### src/rtl/div_hilo_sequencer.sv
// Holds divider operands for LATENCY cycles, then writes {remainder, quotient} into HI/LO.
// Latency: capture LATENCY edges after an accepted start, done one cycle later; starts are dropped while busy.
module div_hilo_sequencer #(
  parameter int unsigned LATENCY = 4
) (
  input  logic        clock,
  input  logic        clear,
  input  logic        start,
  input  logic [31:0] op_a,
  input  logic [31:0] op_b,
  output logic [31:0] div_a,
  output logic [31:0] div_b,
  input  logic [63:0] div_z,
  input  logic [31:0] hi_in,
  input  logic [31:0] lo_in,
  input  logic        hi_write,
  input  logic        lo_write,
  output logic [31:0] hi_out,
  output logic [31:0] lo_out,
  output logic        busy,
  output logic        done,
  output logic        div_by_zero
);

  localparam logic [3:0] CNT_INIT = 4'(LATENCY - 1);

  typedef enum logic [1:0] {
    S_IDLE   = 2'd0,
    S_WAIT   = 2'd1,
    S_FINISH = 2'd2
  } state_t;

  state_t      state_q, state_d;
  logic [3:0]  cnt_q, cnt_d;
  logic [31:0] div_a_q, div_a_d;
  logic [31:0] div_b_q, div_b_d;
  logic [31:0] hi_q, hi_d;
  logic [31:0] lo_q, lo_d;
  logic        dbz_q, dbz_d;

  always_comb begin
    state_d = state_q;
    cnt_d   = cnt_q;
    div_a_d = div_a_q;
    div_b_d = div_b_q;
    hi_d    = hi_q;
    lo_d    = lo_q;
    dbz_d   = dbz_q;

    // Direct writes first so the WAIT capture below overrides them on a collision.
    if (hi_write) hi_d = hi_in;
    if (lo_write) lo_d = lo_in;

    case (state_q)
      S_IDLE: begin
        if (start) begin
          if (op_b != 32'd0) begin
            div_a_d = op_a;
            div_b_d = op_b;
            cnt_d   = CNT_INIT;
            dbz_d   = 1'b0;
            state_d = S_WAIT;
          end else begin
            dbz_d   = 1'b1;
            state_d = S_FINISH;
          end
        end
      end
      S_WAIT: begin
        if (cnt_q != 4'd0) begin
          cnt_d = cnt_q - 4'd1;
        end else begin
          hi_d    = div_z[63:32];
          lo_d    = div_z[31:0];
          state_d = S_FINISH;
        end
      end
      S_FINISH: state_d = S_IDLE;
      default:  state_d = S_IDLE;
    endcase
  end

  always_ff @(posedge clock) begin
    if (!clear) begin
      state_q <= S_IDLE;
      cnt_q   <= 4'd0;
      div_a_q <= 32'd0;
      div_b_q <= 32'd0;
      hi_q    <= 32'd0;
      lo_q    <= 32'd0;
      dbz_q   <= 1'b0;
    end else begin
      state_q <= state_d;
      cnt_q   <= cnt_d;
      div_a_q <= div_a_d;
      div_b_q <= div_b_d;
      hi_q    <= hi_d;
      lo_q    <= lo_d;
      dbz_q   <= dbz_d;
    end
  end

  assign div_a       = div_a_q;
  assign div_b       = div_b_q;
  assign hi_out      = hi_q;
  assign lo_out      = lo_q;
  assign div_by_zero = dbz_q;
  assign busy        = (state_q == S_WAIT);
  assign done        = (state_q == S_FINISH);

endmodule

### config.mk
export PLATFORM = sky130hd
export DESIGN_NAME = div_hilo_sequencer
export DESIGN_NICKNAME = d
export VERILOG_FILES = /design/src/rtl/div_hilo_sequencer.sv
export SDC_FILE = /design/constraint.sdc
export NUM_CORES = 1
export LEC_CHECK = 0
export ABC_AREA = 1
export CAP_MARGIN = 5
export CORE_AREA = 2 2 134 123
export CTS_CLUSTER_DIAMETER = 50
export DETAILED_ROUTE_END_ITERATION = 16
export DIE_AREA = 0 0 136 125
export PLACE_DENSITY = 0.88
export SETUP_SLACK_MARGIN = 0.2
export SLEW_MARGIN = 10
export SYNTH_ARGS = -nofsm -noshare
export SYNTH_HDL_FRONTEND = slang
export SYNTH_SLANG_ARGS = --single-unit
### constraint.sdc
create_clock -name clock -period 1.8 [get_ports clock]
set_input_delay 0.27 -clock clock [delete_from_list [all_inputs] [get_ports clock]]
set_output_delay 0.27 -clock clock [all_outputs]
set_load 0.05 [all_outputs]
==> results_dict.tcl <==
set metrics [dict create \
    via_count 6827 \
    finalSetupViolCount 0 \
    syn_area_per_cell_um2 6.57 \
    yosysMostFrequentCell "nor2_1" \
    syn_nets 1110 \
    clock.fmax_mhz 627 \
    rsz0062_at_grt "yes" \
    crit_chain "inv_2, ha_4, inv_2, nor2_4, nand2_2, nor2_4, inv_4, buf_12, buf_12, o21ai_0, a21oi_1" \
    drive_above_1_share 0.122 \
    min_period_ps 1590 \
    crit_family "buffers and inverters" \
    ys_ff_latch 135 \
    cts-root-buf "clkbuf_16" \
    power.density_nw_per_um2 1010 \
    synth_edf_count 0 \
    grt_max_degree 65 \
    critical_path_peak_fanout 10 \
    crit_path_end_kind "register" \
    htreeDepth 4 \
    antenna_left 0 \
    viasPerCell 4.68 \
    finalHoldViolations 0 \
    ys_top_cells_by_count "223 x nor2_1, 146 x nand2_1, 136 x inv_1, 135 x dfxtp_1, 134 x a21oi_1" \
    cpMaxStageDelayCell "dfxtp_2" \
    arrival_ps 1900 \
    ir_drop_mv 0.616 \
    cts.clk_slew.worst_paths_ps 60 \
    drtIter0Drc 302 \
    cts_sinks 135 \
    grt_pass1_vias 6394 \
    crit_required_ps 2110 \
    initial_core_util 0.381 \
    syn-cell-area_um2 5990 \
    synth_warnings 0 \
    firstDrtPassIters 4 \
    synth_top_area_cell "dfxtp_1" \
    dpl-instance-area_um2 9430 \
    leakage_nw 4.90 \
    fp-row-count 44 \
    p_total_mw 10.4 \
    grt_remaining_overflow 0 \
    cts_tree "yes" \
    grt_util_all_layers 0.224 \
    crit_buf_inv 5 \
    worst_hold_slack_ps 256 \
    ys.flop_type "dfxtp_1" \
    status "finished clean" \
    ioPinCount 328 \
    dieArea_um2 17000 \
    crit_type "register to register" \
    stdcell_area_um2 10400 \
    core-area_um2 15700 \
    seq_area_frac_synth 0.451 \
    grt_pass1_wl_um 30300 \
    async_flop_share 0 \
    wl_per_cell_um 14.4 \
    area_growth_pct 72.8 \
    cts_made_buffers 17 \
    tightest_slew_ps 523 \
    fin_crit_sh 0.885 \
    portBuffers 327 \
    chipWidth_um 136 \
    synth_top_area_frac 0.451 \
    synth.area.top_cells "dfxtp_1 45%, nor2_1 14%, a21oi_1 11%" \
    max_cap_viol_count 0 \
    cpPeakStageDelay_ps 320 \
    cts_max_path_buffers 2 \
    dp_cells 1414 \
    ys_types 20 \
    syn_inst 912 \
    slew_headroom 0.653 \
    wl_um 21100 \
    hold_path.class "input port to register" \
    fin_nets 1435 \
    die_h_um 125 \
    clock_latency_ps 410 \
    worstSetupStartpointType "register" \
    drcViolationCount 0 \
    fin_cells 1459 \
    hpwl_um 14400 \
    place_congestion 0.834 \
    drv_slew 0 \
    clock_skew_ps 8.60 \
    utilization 0.658 \
    antenna_found_initial 2 \
]
layer usage:
layer / vias to the layer above / GRT usage / wire, um
met5: - / 0 / 0
met4: 0 / 0.0907 / 597
met3: 39 / 0.105 / 2240
met2: 280 / 0.407 / 10500
met1: 3059 / 0.216 / 7730
li1: 3449 / - / -
power by group:
group / internal [mW] / switching [mW] / total (mW) / leakage [nW]
clock network: 2.30 / 1.33 / 3.63 / 0.289
logic: 1.25 / 2.08 / 3.33 / 3.50
registers: 3.32 / 0.167 / 3.49 / 1.12
stage by stage:
step	setup slack, ps	setup TNS (ps)
after CTS	107	0
after detailed placement	-183	-8020
after global routing	107	0
final	206	0
after floorplan	250	0
after global placement	-113	-5450
sequential cells by signal, summed over array words and instances (netlist names):
name,count
div_b,32
div_by_zero,1
state_q,2
div_a,32
lo_out,32
hi_out,32
cnt_q,4
cell usage in the layout (no fill, tap or decap), drive strengths merged, types with 3 or more instances in the layout:
| master | n |
|---|---|
| a21oi | 134 |
| buf | 73 |
| bufinv | 3 |
| clkbuf | 33 |
| clkdlybuf4s15 | 16 |
| clkdlybuf4s50 | 193 |
| clkinvlp | 4 |
| dfxtp | 135 |
| dlygate4sd2 | 69 |
| inv | 141 |
| nand2 | 146 |
| nand3 | 4 |
| nor2 | 227 |
| o21ai | 68 |
kinds of logic after synthesis:
| logic type | count (synthesis) | share of synthesized area |
|---|---|---|
| buf+inv | 195 | 0.137 |
| simple gates | 378 | 0.240 |
| fa+ha+maj | 1 | 0.00209 |
| flops | 135 | 0.451 |
| compound gates | 203 | 0.170 |
cell type report:
type,count,area [um2]
sequential,135,2710
multi-input combinational,582,2620
fill,1291,5390
tap,207,259
clock inverter,10,143
inverter,139,524
antenna,2,5.00
timing repair buffer,362,3630
clock buffer,22,474
worst min-delay path, delay by kind of cell:
kind | cells | cell delay, ps
buffers and inverters | 1 | 220
AOI/OAI and AO/OA | 2 | 120
path summary, 6_finish.rpt:
check | slack, ps | startpoint | endpoint | depth (start not counted)
worst max-delay path | 210 | cnt_q[1] | lo_out[10] | 11
worst min-delay path | 260 | clear | lo_out[2] | 3
worst max register to register | 210 | cnt_q[1] | lo_out[10] | 11
worst min register to register | 480 | div_a[3] | div_a[3] | 2
repair_timing:
action	in CTS	in global routing
gates resized for setup	95	95
hold buffers	0	0
pin swaps	0	6
endpoints found under the setup margin	134	98
cloned	0	9
buffers inserted	1	1
(Power assumes the default switching activity.)
